[src/rtl/conv_pkg.sv]
// Shared constants and FSM state type for the convolution streaming front end.
package conv_pkg;

    localparam int unsigned BIT_WIDTH_DEF = 8;
    localparam int unsigned MAP_SIZE_DEF  = 32;
    localparam int unsigned WIN_SIZE      = 5;

    typedef enum logic [1:0] {
        IDLE,
        STREAM,
        DRAIN
    } state_t;

endpackage

[src/rtl/win_delay_pipe.sv]
// Fixed-depth shift register that carries {valid,row,col} of a window alongside
// the window engine's arithmetic latency.
module win_delay_pipe #(
    parameter int unsigned COORD_W = 5,
    parameter int unsigned DEPTH   = 4
) (
    input  logic               clk,
    input  logic               rst,
    input  logic               i_valid,
    input  logic [COORD_W-1:0] i_row,
    input  logic [COORD_W-1:0] i_col,
    output logic               o_valid,
    output logic [COORD_W-1:0] o_row,
    output logic [COORD_W-1:0] o_col
);

    localparam int unsigned W = 1 + 2 * COORD_W;

    logic [W-1:0] r_pipe [DEPTH];

    always_ff @(posedge clk or negedge rst) begin
        if (!rst) begin
            for (int i = 0; i < int'(DEPTH); i++) begin
                r_pipe[i] <= '0;
            end
        end else begin
            r_pipe[0] <= {i_valid, i_row, i_col};
            for (int i = 1; i < int'(DEPTH); i++) begin
                r_pipe[i] <= r_pipe[i-1];
            end
        end
    end

    assign {o_valid, o_row, o_col} = r_pipe[DEPTH-1];

endmodule

[src/rtl/conv_streamer.sv]
// Streams one MAP_SIZE x MAP_SIZE map from memory into a 5x5 window engine in raster
// order and flags the engine results that belong to fully-inside windows.
module conv_streamer
    import conv_pkg::*;
#(
    parameter int unsigned BIT_WIDTH  = BIT_WIDTH_DEF,
    parameter int unsigned MAP_SIZE   = MAP_SIZE_DEF,
    parameter int unsigned ADDR_WIDTH = 16,
    parameter int unsigned MULT_LAT   = 1
) (
    input  logic                        clk,
    input  logic                        rst,
    input  logic                        start,
    input  logic [ADDR_WIDTH-1:0]       base_addr,
    output logic                        mem_rd,
    output logic [ADDR_WIDTH-1:0]       mem_addr,
    input  logic [BIT_WIDTH-1:0]        mem_data,
    output logic [BIT_WIDTH-1:0]        next,
    output logic                        shift_en_n,
    output logic                        win_valid,
    output logic [$clog2(MAP_SIZE)-1:0] win_row,
    output logic [$clog2(MAP_SIZE)-1:0] win_col,
    output logic                        busy,
    output logic                        done
);

    localparam int unsigned   CW         = $clog2(MAP_SIZE);
    localparam int unsigned   PIPE_DEPTH = MULT_LAT + 3;
    localparam logic [CW-1:0] LAST_IDX   = CW'(MAP_SIZE - 1);
    localparam logic [CW-1:0] EDGE_IDX   = CW'(WIN_SIZE - 1);
    // DRAIN lasts PIPE_DEPTH+1 cycles; the final one carries done.
    localparam logic [2:0]    DRAIN_LAST = 3'(PIPE_DEPTH);

    state_t                r_state, w_state_nxt;
    logic [ADDR_WIDTH-1:0] r_addr;
    logic [CW-1:0]         r_row, r_col;
    logic [2:0]            r_drain;
    logic                  r_rd_d1;
    logic                  r_shift_n;
    logic [BIT_WIDTH-1:0]  r_next;

    logic                  w_reading, w_last_pix, w_drain_end, w_in_valid;
    logic [CW-1:0]         w_in_row, w_in_col;

    assign w_reading   = (r_state == STREAM);
    assign w_last_pix  = (r_row == LAST_IDX) && (r_col == LAST_IDX);
    assign w_drain_end = (r_drain == DRAIN_LAST);
    assign w_in_valid  = w_reading && (r_row >= EDGE_IDX) && (r_col >= EDGE_IDX);
    assign w_in_row    = w_in_valid ? r_row - EDGE_IDX : '0;
    assign w_in_col    = w_in_valid ? r_col - EDGE_IDX : '0;

    always_ff @(posedge clk or negedge rst) begin
        if (!rst) begin
            r_state <= IDLE;
        end else begin
            r_state <= w_state_nxt;
        end
    end

    always_comb begin
        w_state_nxt = r_state;
        unique case (r_state)
            IDLE:    if (start)       w_state_nxt = STREAM;
            STREAM:  if (w_last_pix)  w_state_nxt = DRAIN;
            DRAIN:   if (w_drain_end) w_state_nxt = IDLE;
            default:                  w_state_nxt = IDLE;
        endcase
    end

    always_ff @(posedge clk or negedge rst) begin
        if (!rst) begin
            r_addr  <= '0;
            r_row   <= '0;
            r_col   <= '0;
            r_drain <= '0;
        end else if (r_state == IDLE) begin
            if (start) begin
                r_addr <= base_addr;
                r_row  <= '0;
                r_col  <= '0;
            end
        end else if (r_state == STREAM) begin
            r_drain <= '0;
            if (!w_last_pix) begin
                r_addr <= r_addr + ADDR_WIDTH'(1);
                if (r_col == LAST_IDX) begin
                    r_col <= '0;
                    r_row <= r_row + CW'(1);
                end else begin
                    r_col <= r_col + CW'(1);
                end
            end
        end else begin
            r_drain <= r_drain + 3'd1;
        end
    end

    // Read data returns one cycle after the strobe and is registered onto next.
    always_ff @(posedge clk or negedge rst) begin
        if (!rst) begin
            r_rd_d1   <= 1'b0;
            r_shift_n <= 1'b1;
            r_next    <= '0;
        end else begin
            r_rd_d1   <= w_reading;
            r_shift_n <= !r_rd_d1;
            if (r_rd_d1) begin
                r_next <= mem_data;
            end
        end
    end

    win_delay_pipe #(
        .COORD_W (CW),
        .DEPTH   (PIPE_DEPTH)
    ) u_win_delay_pipe (
        .clk     (clk),
        .rst     (rst),
        .i_valid (w_in_valid),
        .i_row   (w_in_row),
        .i_col   (w_in_col),
        .o_valid (win_valid),
        .o_row   (win_row),
        .o_col   (win_col)
    );

    assign mem_rd     = w_reading;
    assign mem_addr   = r_addr;
    assign next       = r_next;
    assign shift_en_n = r_shift_n;
    assign busy       = (r_state != IDLE);
    assign done       = (r_state == DRAIN) && w_drain_end;

endmodule

[config.mk]
export PLATFORM = sky130hd
export DESIGN_NAME = conv_streamer
export DESIGN_NICKNAME = d
export VERILOG_FILES = /design/src/rtl/conv_pkg.sv /design/src/rtl/win_delay_pipe.sv /design/src/rtl/conv_streamer.sv
export SDC_FILE = /design/constraint.sdc
export NUM_CORES = 1
export LEC_CHECK = 0
export ABC_AREA = 1
export CAP_MARGIN = 20
export CORE_ASPECT_RATIO = 0.5
export CORE_MARGIN = 2
export CORE_UTILIZATION = 47
export DETAILED_ROUTE_END_ITERATION = 8
export PLACE_DENSITY = 0.75
export SYNTH_ARGS = -nofsm -noshare
export SYNTH_HDL_FRONTEND = slang
export SYNTH_SLANG_ARGS = --single-unit
[constraint.sdc]
create_clock -name clk -period 1.6 [get_ports clk]
set_input_delay 0.32 -clock clk [delete_from_list [all_inputs] [get_ports clk]]
set_output_delay 0.32 -clock clk [all_outputs]
set_load 0.02 [all_outputs]
==> qor.tcl <==
set qor(final_layout_size_suffix_gt1_frac) 0.195
set qor(setup_slack_ns) -0.0957
set qor(hpwl_um) 4810
set qor(dieArea_um2) 8630
set qor(crit_top_cell) {sky130_fd_sc_hd__nand2_4}
set qor(cts_max_path_buffers) 2
set qor(ios) 66
set qor(maximum_number_of_pins_on_one_net_before_global_route_repair) 49
set qor(worst_path_max_delay_cell) {sky130_fd_sc_hd__dfrtp_1}
set qor(setup-violations-final) 20
set qor(timing_max_transition_violations_final) 0
set qor(layout_commonest_cell) {sky130_fd_sc_hd__nand2_1}
set qor(ys_ff_latch) 85
set qor(worstSetupEndpointType) {flip-flop}
set qor(yosys-top-cells-area) {sky130_fd_sc_hd__dfrtp_1 57%, sky130_fd_sc_hd__nand2_1 9.4%, sky130_fd_sc_hd__ha_1 5.1%}
set qor(antenna_left) 0
set qor(met3_wirelength_um) 432
set qor(syn_area_um2) 3700
set qor(dp_cells) 566
set qor(post_route_core_utilization) 0.681
set qor(fill_cells) 578
set qor(detailedPlace.worstSlack_ns) -0.127
set qor(clock_network_fraction_of_total_power) 0.459
set qor(cts_max_level) 3
set qor(maxUsedRoutingLayer) {met4}
set qor(max_slew.worst_pin.slew_ns) 0.400
set qor(worstPathMaxFanout) 8
set qor(worst_slew_margin_rel) 0.731
set qor(finish.cell_count_without_fillers) 594
set qor(run_status) {complete, but fails checks}
set qor(grt-ovfl-total) 0
set qor(sw_frac_of_total) 0.225
set qor(detail_route.first_pass.iterations) 4
set qor(clk_pin_slew_worst_paths_ns) 0.07
set qor(area_delta_synth_final_pct) 37.8
set qor(reg2reg_from) {r_col[0]$_DFFE_PN0P_}
set qor(report.final.hold_viol_count) 0
set qor(endpoint) {r_col[0]$_DFFE_PN0P_}
set qor(power.leakage_nw) 2.72
set qor(crit_start) {r_col[0]$_DFFE_PN0P_}
set qor(clock_insertion_delay_worst_skew_ns) 0.34
set qor(synth.yosys.seq_area_share) 0.576
set qor(p_per_area_nw_per_um2) 839
set qor(route.detailed.drc) 0
set qor(detail_route.wl_per_cell_um) 12.9
set qor(vias) 2875
set qor(wl_met1_um) 3470
set qor(detailed_routed_wire_length_on_met2_um) 3620
set qor(layout_worst_path_cycle_share) 1.06
set qor(cp_cell_sequence) {ha_2, nand2_2, inv_2, ha_4, nand2_4, nand2_4, nand2_8, buf_12, inv_8, clkbuf_16, o21a_1}
set qor(cts.sink_count) 85
set qor(critical_path.startpoint_type) {flip-flop}
set qor(cp_slowest_stage_delay_ns) 0.40
set qor(logic_depth_of_the_worst_register_to_register_path) 11
set qor(failed_checks) {setup timing}
set qor(synthDominantCellAreaShare) 0.569
set qor(synthDistinctLibCells) 33
set qor(fmax_mhz) 590
set qor(tritoncts.num_buffers) 9
set qor(seq_power_share) 0.506
set qor(crit_buf_inv) 4
set qor(clock_tree.root_cell) {sky130_fd_sc_hd__clkbuf_16}
set qor(n_antenna_cell) 0
set qor(mostFrequentLayoutCells) {89 x sky130_fd_sc_hd__nand2_1, 83 x sky130_fd_sc_hd__dfrtp_1, 41 x sky130_fd_sc_hd__inv_1}
set qor(synthesis.area_per_instance_um2) 9.48
set qor(place.port_buffers) 65
set qor(placementRows) 22
set qor(floorplan.die.height_um) 66.7
set qor(combPwrFrac) 0.035
set qor(crit_required_ns) 1.83
set qor(timing.critical_path.arrival_ns) 1.93
set qor(first_global_vias) 2544
set qor(fp.coreArea_um2) 7490
set qor(holdCritPathClass) {reg2reg}
set qor(synth_edf_count) 0
set qor(asyncSetResetFlopFracSynth) 1.00
set qor(vdd_drop_max_mv) 0.521
set qor(grt_antenna_before_repair) 0
set qor(starting_density_of_the_core) 0.494
set qor(synth_top_area_cell) {sky130_fd_sc_hd__dfrtp_1}
set qor(synth.yosys.warnings) 0
set qor(die-width_um) 129
set qor(critical_path_class) {reg2reg}
set qor(synthCells) 390
set qor(fin_crit_ns) 1.70
set qor(routabilityCongestion) 0.853
set qor(cp.depth) 11
set qor(max_cap_violations) 0
set qor(grt_first_pass_wirelength_um) 12100
set qor(finClkSkew_ns) 0.00533
set qor(synth_nets) 432
set qor(vias_per_cell) 4.84
set qor(critical_path.top_delay_family) {flip-flops}
set qor(tritoncts) {yes}
set qor(net-switching-power_mw) 0.964
set qor(grt_setup_unrepaired) {true}
set qor(postSynth.topFlopCell) {sky130_fd_sc_hd__dfrtp_1}
set qor(intPower_mw) 3.31
set qor(track_usage) 0.187
set qor(postRouteWirelength_um) 7680
set qor(dr.first_iter.drc_count) 120
set qor(setup.reg_to_reg.worst_slack_ns) -0.1
set qor(hold_slack_ns) 0.343
set qor(finish.net_count) 523
set qor(timing.rr.end) {r_col[0]$_DFFE_PN0P_}
-- stage by stage --
stage                     TNS (ns)  area (µm²)  power (mW)
after global routing         -4.19        5100        4.44
after floorplan                  0        3720        2.23
final                       -0.956        5100        4.28
after detailed placement    -0.389        4550        2.36
after CTS                   -0.129        4890        4.32
after global placement      -0.101        4550        2.36
-- worst min-delay path by stage --
stage | startpoint | to | cells after the start
after floorplan | rst | mem_addr[0]$_DFFE_PN0P_ | 0
after global placement | rst | mem_addr[1]$_DFFE_PN0P_ | 1
after detailed placement | rst | mem_addr[6]$_DFFE_PN0P_ | 1
after CTS | u_win_delay_pipe.r_pipe[17]$_DFF_PN0_ | u_win_delay_pipe.o_row[1]$_DFF_PN0_ | 0
after global routing | u_win_delay_pipe.r_pipe[24]$_DFF_PN0_ | u_win_delay_pipe.r_pipe[13]$_DFF_PN0_ | 0
final | u_win_delay_pipe.r_pipe[36]$_DFF_PN0_ | u_win_delay_pipe.r_pipe[25]$_DFF_PN0_ | 0
-- layout make-up --
class | count | area (µm²) | area share
well taps | 108 | 135 | 0.0265
multi-input cells | 238 | 1350 | 0.265
clock buffers | 9 | 225 | 0.0442
flip-flops and latches | 85 | 2130 | 0.418
repair buffers | 101 | 1010 | 0.198
clock inverters | 7 | 57.6 | 0.0113
inverters | 46 | 188 | 0.0368
-- cell usage after synthesis, types with 2 or more instances --
cell type,n
sky130_fd_sc_hd__a21oi_1,9
sky130_fd_sc_hd__a22oi_1,3
sky130_fd_sc_hd__a31oi_1,2
sky130_fd_sc_hd__buf_2,2
sky130_fd_sc_hd__buf_4,11
sky130_fd_sc_hd__buf_6,5
sky130_fd_sc_hd__clkbuf_1,2
sky130_fd_sc_hd__dfrtp_1,84
sky130_fd_sc_hd__ha_1,15
sky130_fd_sc_hd__inv_1,43
sky130_fd_sc_hd__nand2_1,93
sky130_fd_sc_hd__nand2_2,3
sky130_fd_sc_hd__nand3_1,24
sky130_fd_sc_hd__nand4_1,5
sky130_fd_sc_hd__nor2_1,40
sky130_fd_sc_hd__nor3_1,3
sky130_fd_sc_hd__o21ai_0,26
sky130_fd_sc_hd__o21ai_1,3
sky130_fd_sc_hd__xnor2_1,3
-- metal layers --
layer / global-route usage / vias up
li1: - / 1410
met1: 0.237 / 1373
met2: 0.298 / 77
met3: 0.0618 / 15
met4: 0.0780 / 0
met5: 0 / -
-- power groups by stage --
stage	logic [mW]	registers (mW)	clock network, mW
2_1_floorplan	0.00856	2.22	0
3_3_place_gp	0.158	2.20	0
3_5_place_dp	0.159	2.20	0
4_1_cts	0.154	2.16	2.00
5_1_grt	0.169	2.16	2.11
6_report	0.151	2.16	1.96
-- sequential cells by signal, summed over array words and instances, names as in the netlist --
signal                    cells
mem_addr                     16
next                          8
r_col                         5
r_drain                       3
r_rd_d1                       1
r_row                         5
r_state                       2
shift_en_n                    1
u_win_delay_pipe.o_col        5
u_win_delay_pipe.o_row        5
u_win_delay_pipe.o_valid      1
u_win_delay_pipe.r_pipe      33
-- timing repair --
| action | in CTS | in global routing |
|---|---|---|
| hold buffers | 1 | 0 |
| pin swaps | 7 | 6 |
| cloned | 0 | 2 |
| endpoints found under the hold margin | 18 | 0 |
| endpoints found under the setup margin | 52 | 47 |
| setup buffers | 4 | 5 |
| gates resized for setup | 54 | 37 |
-- cell families (layout without fill, tap and decap cells) --
kind of cell / after synthesis / after routing / share of synthesized area
and+or+nand+nor: 173 / 173 / 0.197
adders and majority gates: 15 / 15 / 0.0508
DFF: 85 / 85 / 0.576
AOI/OAI and AO/OA: 47 / 47 / 0.0728
buffers and inverters: 67 / 163 / 0.0964
xor gates and xnor gates: 3 / 3 / 0.00711
No activity file was read; power rests on OpenSTA's default activity.
